[src/rtl/mig_burst_pkg.sv]
`default_nettype none
// ============================================================================
//  Module      : mig_burst_pkg
//  Description : Shared types and command encodings for the MIG burst engine.
//  Revision    : 1.0 - initial release
// ============================================================================
package mig_burst_pkg;

  // Engine control states
  typedef enum logic [1:0] {
    ST_INIT  = 2'd0,
    ST_IDLE  = 2'd1,
    ST_WRITE = 2'd2,
    ST_READ  = 2'd3
  } state_t;

  // MIG UI command encodings
  localparam logic [2:0] CMD_WRITE = 3'b000;
  localparam logic [2:0] CMD_READ  = 3'b001;

endpackage
`default_nettype wire

[src/rtl/sync_fifo.sv]
`default_nettype none
// ============================================================================
//  Module      : sync_fifo
//  Description : Single-clock FIFO, head driven from storage registers,
//                occupancy count and full/empty flags. A push while full is
//                accepted only when a pop happens in the same cycle.
//  Revision    : 1.0 - initial release
// ============================================================================
module sync_fifo
  import mig_burst_pkg::*;
#(
  parameter int DATA_W = 256,
  parameter int DEPTH  = 16
) (
  input  logic                     clk,
  input  logic                     rst_n,
  input  logic                     push,
  input  logic [DATA_W-1:0]        push_data,
  input  logic                     pop,
  output logic [DATA_W-1:0]        head,
  output logic [$clog2(DEPTH):0]   count,
  output logic                     full,
  output logic                     empty
);

  localparam int PTR_W = $clog2(DEPTH);
  localparam int CNT_W = PTR_W + 1;

  logic [DATA_W-1:0] mem [DEPTH];
  logic [PTR_W-1:0]  wr_ptr;
  logic [PTR_W-1:0]  rd_ptr;
  logic              do_push;
  logic              do_pop;

  assign full    = (count == CNT_W'(DEPTH));
  assign empty   = (count == '0);
  assign do_pop  = pop && !empty;
  assign do_push = push && (!full || pop);
  assign head    = mem[rd_ptr];

  // Pointer and occupancy bookkeeping; storage itself needs no reset
  always_ff @(posedge clk or negedge rst_n) begin
    if (!rst_n) begin
      wr_ptr <= '0;
      rd_ptr <= '0;
      count  <= '0;
    end else begin
      if (do_push) wr_ptr <= wr_ptr + PTR_W'(1);
      if (do_pop)  rd_ptr <= rd_ptr + PTR_W'(1);
      count <= count + CNT_W'(do_push) - CNT_W'(do_pop);
    end
  end

  // Data storage write port
  always_ff @(posedge clk) begin
    if (do_push) mem[wr_ptr] <= push_data;
  end

endmodule
`default_nettype wire

[src/rtl/mig_burst_engine.sv]
`default_nettype none
// ============================================================================
//  Module      : mig_burst_engine
//  Description : MIG 7-series UI master issuing read/write bursts of
//                0..2^LEN_W-1 beats; read data returns through a FIFO whose
//                free space is reserved before each read command is issued.
//  Revision    : 1.0 - initial release
// ============================================================================
module mig_burst_engine
  import mig_burst_pkg::*;
#(
  parameter int DATA_W        = 256,
  parameter int ADDR_W        = 29,
  parameter int LEN_W         = 6,
  parameter int ADDR_STEP     = 8,
  parameter int RD_FIFO_DEPTH = 16
) (
  input  logic                ui_clk,
  input  logic                sys_rst,
  input  logic                init_calib_complete,
  input  logic                req_valid,
  output logic                req_ready,
  input  logic                req_write,
  input  logic [ADDR_W-1:0]   req_addr,
  input  logic [LEN_W-1:0]    req_len,
  output logic                busy,
  output logic                done,
  input  logic [DATA_W-1:0]   wr_data,
  input  logic                wr_valid,
  output logic                wr_ready,
  output logic [DATA_W-1:0]   rd_data,
  output logic                rd_valid,
  input  logic                rd_ready,
  output logic                rd_overflow,
  output logic [ADDR_W-1:0]   app_addr,
  output logic [2:0]          app_cmd,
  output logic                app_en,
  input  logic                app_rdy,
  output logic [DATA_W-1:0]   app_wdf_data,
  output logic                app_wdf_wren,
  output logic                app_wdf_end,
  output logic [DATA_W/8-1:0] app_wdf_mask,
  input  logic                app_wdf_rdy,
  input  logic [DATA_W-1:0]   app_rd_data,
  input  logic                app_rd_data_valid
);

  localparam int CNT_W = $clog2(RD_FIFO_DEPTH) + 1;
  localparam int SUM_W = ((LEN_W > CNT_W) ? LEN_W : CNT_W) + 1;

  state_t             state;
  state_t             state_nxt;
  logic [LEN_W-1:0]   len;
  logic [LEN_W-1:0]   cmd_cnt;
  logic [LEN_W-1:0]   dat_cnt;
  logic [LEN_W-1:0]   ret_cnt;
  logic [ADDR_W-1:0]  addr_base;
  logic               zero_done;
  logic               overflow;
  logic               req_fire;
  logic               cmd_fire;
  logic [CNT_W-1:0]   fifo_count;
  logic               fifo_full;
  logic               fifo_empty;
  logic [LEN_W-1:0]   outstanding;
  logic [SUM_W-1:0]   credit_used;

  assign req_fire     = req_valid && (state == ST_IDLE);
  assign cmd_fire     = app_en && app_rdy;
  assign app_wdf_data = wr_data;
  assign app_wdf_end  = app_wdf_wren;
  assign app_wdf_mask = '0;
  assign rd_valid     = !fifo_empty;
  assign rd_overflow  = overflow;

  // Beat address depends only on latched base and command count, so it
  // stays stable while a command waits for app_rdy.
  assign app_addr = addr_base + ADDR_W'(cmd_cnt) * ADDR_W'(ADDR_STEP);

  // Read credit: commands in flight plus beats already parked in the FIFO
  assign outstanding = cmd_cnt - ret_cnt;
  assign credit_used = SUM_W'(outstanding) + SUM_W'(fifo_count);

  // State register
  always_ff @(posedge ui_clk or negedge sys_rst) begin
    if (!sys_rst) state <= ST_INIT;
    else          state <= state_nxt;
  end

  // Next-state logic; a zero-length request never leaves IDLE
  always_comb begin
    state_nxt = state;
    case (state)
      ST_INIT:  if (init_calib_complete) state_nxt = ST_IDLE;
      ST_IDLE:  if (req_fire && (req_len != '0)) state_nxt = req_write ? ST_WRITE : ST_READ;
      ST_WRITE: if ((cmd_cnt == len) && (dat_cnt == len)) state_nxt = ST_IDLE;
      ST_READ:  if (ret_cnt == len) state_nxt = ST_IDLE;
      default:  state_nxt = ST_INIT;
    endcase
  end

  // Output decode; a write command is only offered once its data is in
  always_comb begin
    req_ready    = 1'b0;
    busy         = 1'b0;
    wr_ready     = 1'b0;
    app_wdf_wren = 1'b0;
    app_en       = 1'b0;
    app_cmd      = CMD_WRITE;
    done         = zero_done;
    case (state)
      ST_IDLE: req_ready = 1'b1;
      ST_WRITE: begin
        busy         = 1'b1;
        wr_ready     = app_wdf_rdy && (dat_cnt < len);
        app_wdf_wren = wr_valid && wr_ready;
        app_en       = (cmd_cnt < len) && ((dat_cnt > cmd_cnt) || app_wdf_wren);
        done         = (cmd_cnt == len) && (dat_cnt == len);
      end
      ST_READ: begin
        busy    = 1'b1;
        app_cmd = CMD_READ;
        app_en  = (cmd_cnt < len) && (credit_used < SUM_W'(RD_FIFO_DEPTH));
        done    = (ret_cnt == len);
      end
      default: ;
    endcase
  end

  // Burst bookkeeping: latch request, count commands, data beats and returns
  always_ff @(posedge ui_clk or negedge sys_rst) begin
    if (!sys_rst) begin
      len       <= '0;
      addr_base <= '0;
      cmd_cnt   <= '0;
      dat_cnt   <= '0;
      ret_cnt   <= '0;
      zero_done <= 1'b0;
      overflow  <= 1'b0;
    end else begin
      zero_done <= req_fire && (req_len == '0);
      if (req_fire) begin
        len       <= req_len;
        addr_base <= req_addr;
        cmd_cnt   <= '0;
        dat_cnt   <= '0;
        ret_cnt   <= '0;
      end else begin
        if (cmd_fire)          cmd_cnt <= cmd_cnt + LEN_W'(1);
        if (app_wdf_wren)      dat_cnt <= dat_cnt + LEN_W'(1);
        if (app_rd_data_valid) ret_cnt <= ret_cnt + LEN_W'(1);
      end
      if (app_rd_data_valid && fifo_full && !rd_ready) overflow <= 1'b1;
    end
  end

  sync_fifo #(
    .DATA_W (DATA_W),
    .DEPTH  (RD_FIFO_DEPTH)
  ) u_rd_fifo (
    .clk       (ui_clk),
    .rst_n     (sys_rst),
    .push      (app_rd_data_valid),
    .push_data (app_rd_data),
    .pop       (rd_ready),
    .head      (rd_data),
    .count     (fifo_count),
    .full      (fifo_full),
    .empty     (fifo_empty)
  );

endmodule
`default_nettype wire

[config.mk]
export PLATFORM = sky130hd
export DESIGN_NAME = mig_burst_engine
export DESIGN_NICKNAME = d
export VERILOG_FILES = /design/src/rtl/mig_burst_pkg.sv /design/src/rtl/sync_fifo.sv /design/src/rtl/mig_burst_engine.sv
export SDC_FILE = /design/constraint.sdc
export NUM_CORES = 2
export LEC_CHECK = 0
export CAP_MARGIN = 20
export CORE_MARGIN = 2
export CORE_UTILIZATION = 59
export DETAILED_ROUTE_END_ITERATION = 7
export PLACE_DENSITY = 0.8
export SYNTH_ARGS = -nofsm -noshare
export SYNTH_HDL_FRONTEND = slang
export SYNTH_SLANG_ARGS = --single-unit
export TNS_END_PERCENT = 1
[constraint.sdc]
create_clock -name ui_clk -period 21.7 [get_ports ui_clk]
set_input_delay 3.255 -clock ui_clk [delete_from_list [all_inputs] [get_ports ui_clk]]
set_output_delay 3.255 -clock ui_clk [all_outputs]
set_load 0.02 [all_outputs]
==> results by stage <==
Clocking:
- The TritonCTS clock tree is built.
- The cell chosen for the clock root is sky130_fd_sc_hd__clkbuf_16.
- The clock transition at the register clock pins on the worst setup and hold paths after CTS is 70 ps.
- Counting the buffers created by CTS gives 400.
- The deepest clock path buffer count is 4.
- The H-tree level count is 5.
- Buffers inserted to repair hold after CTS numbered 0.
- The total setup buffers inserted after CTS is 0.
- The number of clock sinks seen by CTS is 4166.
- The number of instances resized during post-cts repair is 0.
- The insertion delay to the later sink of the worst-skew pair is 970 ps.

STA:
- On the final layout, the worst hold slack is 479.0 ps.
- The setup-violating endpoint count in the final report is 0.
- The max-slew violation total from the final report is 0.
- Derived from the worst setup path, the maximum achievable clock frequency is 93.92 MHz.
- Setup repair after global routing left no endpoint under its margin.
- The setup clock skew after layout is 76.41 ps.
- The worst relative slew slack is 6.423%.
- After layout, the worst setup slack is 11050 ps.
- The hold violation total from the final report is 0.
- The actual slew at the worst max-slew pin is 1404 ps.
- In the finished design, the share of the clock period the worst path needs comes to 49.07%.
- The post-route minimum period is 10650 ps.

Critical path:
- Broken down by cell family, the worst path's largest delay share belongs to buffers and inverters.
- The critical path contains buffers and inverters numbering 5 combined.
- In this run the number of cells on the critical path is 7.
- The slack of the worst reg-to-reg path is 16010 ps.
- The termination of the worst setup path is rd_data[70].
- The kind of critical path is reg2out.
- The worst reg2reg path endpoint is u_rd_fifo.mem[15][242].
- The arrival time of data at the critical path endpoint is 7390 ps.
- The worst setup path is captured at an output port.
- The largest fanout of any net on the critical path is 162.
- The start point of the critical path is u_rd_fifo.rd_ptr[1].
- STA classifies the critical path startpoint as a flip-flop.
- For this design, the slowest cell found on the critical path is sky130_fd_sc_hd__dfrtp_4.
- For the worst setup path, the data required time is 18450 ps.
- The depth of the worst register-to-register path is 11.
- The signal on the critical path passes through buf_4, buf_4, buf_12, buf_4, mux4_2, mux4_2, clkdlybuf4s50_1.
- For this run, the slowest stage of the critical path takes 1000 ps.
- Among the stages of the critical path, the cell type that occurs most often is sky130_fd_sc_hd__buf_4.
- The worst flop-to-flop path startpoint is u_rd_fifo.count[2].

Global routing:
- The maximum number of pins on one net before global-route repair is 163.
- The via count of the first global-routing pass is 77800.
- The wire length of the first global-routing pass is 642.2 mm.
- The number of antenna violations at the first check in global routing is 100.
- The global-route usage over all layers is 33.73%.
- The remaining global-route overflow is 0.

Floorplan:
- The die covers 276200 µm².
- The floorplan step set the die height to 525.6 µm.
- The floorplan step defined a core boundary enclosing 270800 µm².
- The floorplan row count is 191.
- The width of the die is 525.6 µm.
- The initial core utilization is 59.28%.
- The number of primary I/O pins is 1142.

Finish:
- The final cell area excluding filler cells is 182100 µm².
- The utilization after layout is 67.26%.
- The filler cells instantiated in the layout total 15490.
- The layout overhead on the synthesized area is 13.47%.
- The net count of the finished layout is 7825.
- The post-route netlist has 25.96% of its cells at a drive strength greater than 1.

Synthesis:
- The top flip-flop cell by instance count after synthesis is sky130_fd_sc_hd__edfxtp_1.
- The post-synthesis instance area is 160500 µm².
- The number of unique standard cell types used by synthesis is 51.
- The number of standard cells after synthesis is 6668.
- The average instance in the mapped netlist occupies 24.07 µm².
- The yosys synthesis warning count is 0.
- The share of the Yosys chip area taken by registers is 77.73%.
- The number of enable flip-flop cells after synthesis is 4096.
- The async set-or-reset flop fraction in the synthesized netlist is 1.680%.
- The post-synthesis register bit count is 4166.

Outcome:
- The run finished with clean final reports.

Route:
- For this run, design rule violations remaining after detail routing come to 0.
- The total via count in the routed design is 77880.
- The number of DRC markers after the initial detailed-route iteration is 11390.
- The post-route antenna net violation count is 0.
- The wire length reported by the detailed router is 466.2 mm.
- The final routed wire length divided by cell count is 41.76 µm.
- The number of iterations in the first detailed-routing pass is 5.
- The per-cell via count in the routed design is 6.976.

Power:
- The power density over cell area is 140.6 nW/µm².
- The design draws 25.60 mW.
- The leakage component of the power is 57.37 nW.
- The worst-case IR drop observed on VDD is 0.1293 mV.

Min path:
- The launch point of the worst hold path is addr_base[6].
- The worst hold path belongs to the class reg2reg.

Flow run:
- The tool flagged a number of max-cap violations equal to 0.

Place:
- In this run the tool buffered the top-level ports with 595 buffer cells.
- Routability-driven placement finished with a final weighted congestion of 1.062.
- The post-place instance area is 168700 µm².
- The half-perimeter wire length of the detailed placement result is 244.6 mm.
- Timing analysis after detailed placement gives a worst setup slack of 12280 ps.
==> layout by cell type, fill, tap and decap left out, types with 17 or more instances in the layout <==
cell type                         instances
sky130_fd_sc_hd__a211oi_1                57
sky130_fd_sc_hd__a21oi_1                 69
sky130_fd_sc_hd__buf_12                  21
sky130_fd_sc_hd__buf_4                  112
sky130_fd_sc_hd__bufinv_16               52
sky130_fd_sc_hd__clkbuf_1                62
sky130_fd_sc_hd__clkbuf_16              404
sky130_fd_sc_hd__clkdlybuf4s50_1        594
sky130_fd_sc_hd__clkinv_1                96
sky130_fd_sc_hd__clkinv_2                69
sky130_fd_sc_hd__conb_1                  34
sky130_fd_sc_hd__dfrtp_1                 66
sky130_fd_sc_hd__diode_2                 53
sky130_fd_sc_hd__edfxtp_1              4096
sky130_fd_sc_hd__ha_1                    47
sky130_fd_sc_hd__inv_1                   38
sky130_fd_sc_hd__mux2i_1                 60
sky130_fd_sc_hd__mux4_2                1226
sky130_fd_sc_hd__nand2_1                114
sky130_fd_sc_hd__nor2_1                  34
sky130_fd_sc_hd__nor2b_1                 62
sky130_fd_sc_hd__o21ai_0                 17
sky130_fd_sc_hd__xnor2_1                 32
sky130_fd_sc_hd__xor2_1                  19
==> synth_stat cells, drive strengths merged, types with 7 or more instances <==
| cell | number | area, µm² |
|---|---|---|
| buf | 494 | 3321 |
| nor3 | 12 | 60.06 |
| a21oi | 69 | 345.3 |
| edfxtp | 4096 | 123000 |
| nor2 | 46 | 172.7 |
| mux2i | 60 | 600.6 |
| xor2 | 19 | 166.4 |
| clkbuf | 121 | 454.2 |
| nand4 | 10 | 62.56 |
| nand2 | 114 | 427.9 |
| xnor2 | 32 | 280.3 |
| o21ai | 18 | 90.08 |
| nand3 | 10 | 50.05 |
| a211oi | 58 | 440.4 |
| mux4 | 1226 | 27610 |
| dfrtp | 70 | 1752 |
| nand2b | 7 | 43.79 |
| nor2b | 62 | 387.9 |
| a21o | 10 | 75.07 |
| and3 | 7 | 43.79 |
| inv | 38 | 142.6 |
| ha | 47 | 588.1 |
==> state kept, by name, summed over array words and instances, names as in the netlist <==
signal / count
u_rd_fifo.mem: 4096
addr_base: 29
cmd_cnt: 6
dat_cnt: 6
len: 6
ret_cnt: 6
u_rd_fifo.count: 5
u_rd_fifo.rd_ptr: 4
u_rd_fifo.wr_ptr: 4
state: 2
rd_overflow: 1
zero_done: 1
==> logic make-up (layout without fill, tap and decap cells) <==
| group | count (synthesis) | in the layout | synth area share (%) |
|---|---|---|---|
| other | 1 | 87 | 0.002337 |
| multiplexers | 1290 | 1290 | 17.61 |
| AO/OA/AOI/OAI | 173 | 173 | 0.6829 |
| AND/OR/NAND/NOR | 284 | 284 | 0.8583 |
| buffers and inverters | 653 | 1493 | 2.441 |
| XOR/XNOR | 51 | 51 | 0.2783 |
| adder cells (fa/ha/maj) | 50 | 50 | 0.4038 |
| flip-flops | 4166 | 4166 | 77.73 |
==> worst min-delay path by stage <==
| stage | endpoint | slack [ps] | cells past startpoint |
|---|---|---|---|
| after global routing | rd_overflow | 500 | 1 |
| final | addr_base[6] | 480 | 2 |
| after CTS | rd_overflow | 480 | 1 |
| after detailed placement | rd_overflow | 470 | 1 |
| after floorplan | addr_base[0] | 450 | 2 |
| after global placement | addr_base[8] | 470 | 2 |
==> worst min-delay path, delay by kind of cell (launching register included) <==
| kind | cells | cell delay (ps) |
|---|---|---|
| flip-flops | 1 | 340 |
| AND/OR/NAND/NOR | 2 | 110 |
==> layer usage <==
layer  up-vias  share of wire (%)  global-route usage [%]
li1      29230                  -                       -
met1     40910                 31                   39.50
met2      6433                 47                   51.06
met3      1219                 15                   15.99
met4        90                7.3                   19.49
met5         -               0.24                   1.922
==> cell type report <==
type | instances | area [µm²] | area share (%)
clock buffer | 470 | 10400 | 5.709
tap | 3570 | 4467 | 2.453
timing repair buffer | 730 | 7289 | 4.003
inverter | 38 | 142.6 | 0.07832
antenna | 53 | 132.6 | 0.07283
clock inverter | 255 | 2851 | 1.566
multi-input combinational | 1882 | 32070 | 17.61
sequential | 4166 | 124800 | 68.51
==> where the power goes <==
part	internal (mW)	switching [mW]	leakage (nW)
Combinational	3.77	4.63	13.0
Clock	4.06	3.07	6.46
Sequential	9.71	0.362	37.9
Total	17.5	8.06	57.4
==> stage by stage <==
| stage | TNS [ps] | std cells |
|---|---|---|
| finish | 0 | 11160 |
| global placement | 0 | 10380 |
| floorplan | -582060 | 6701 |
| detailed placement | 0 | 10380 |
| global route | 0 | 11140 |
| CTS | 0 | 11110 |
Note: power is estimated with default switching activity, not from simulation.
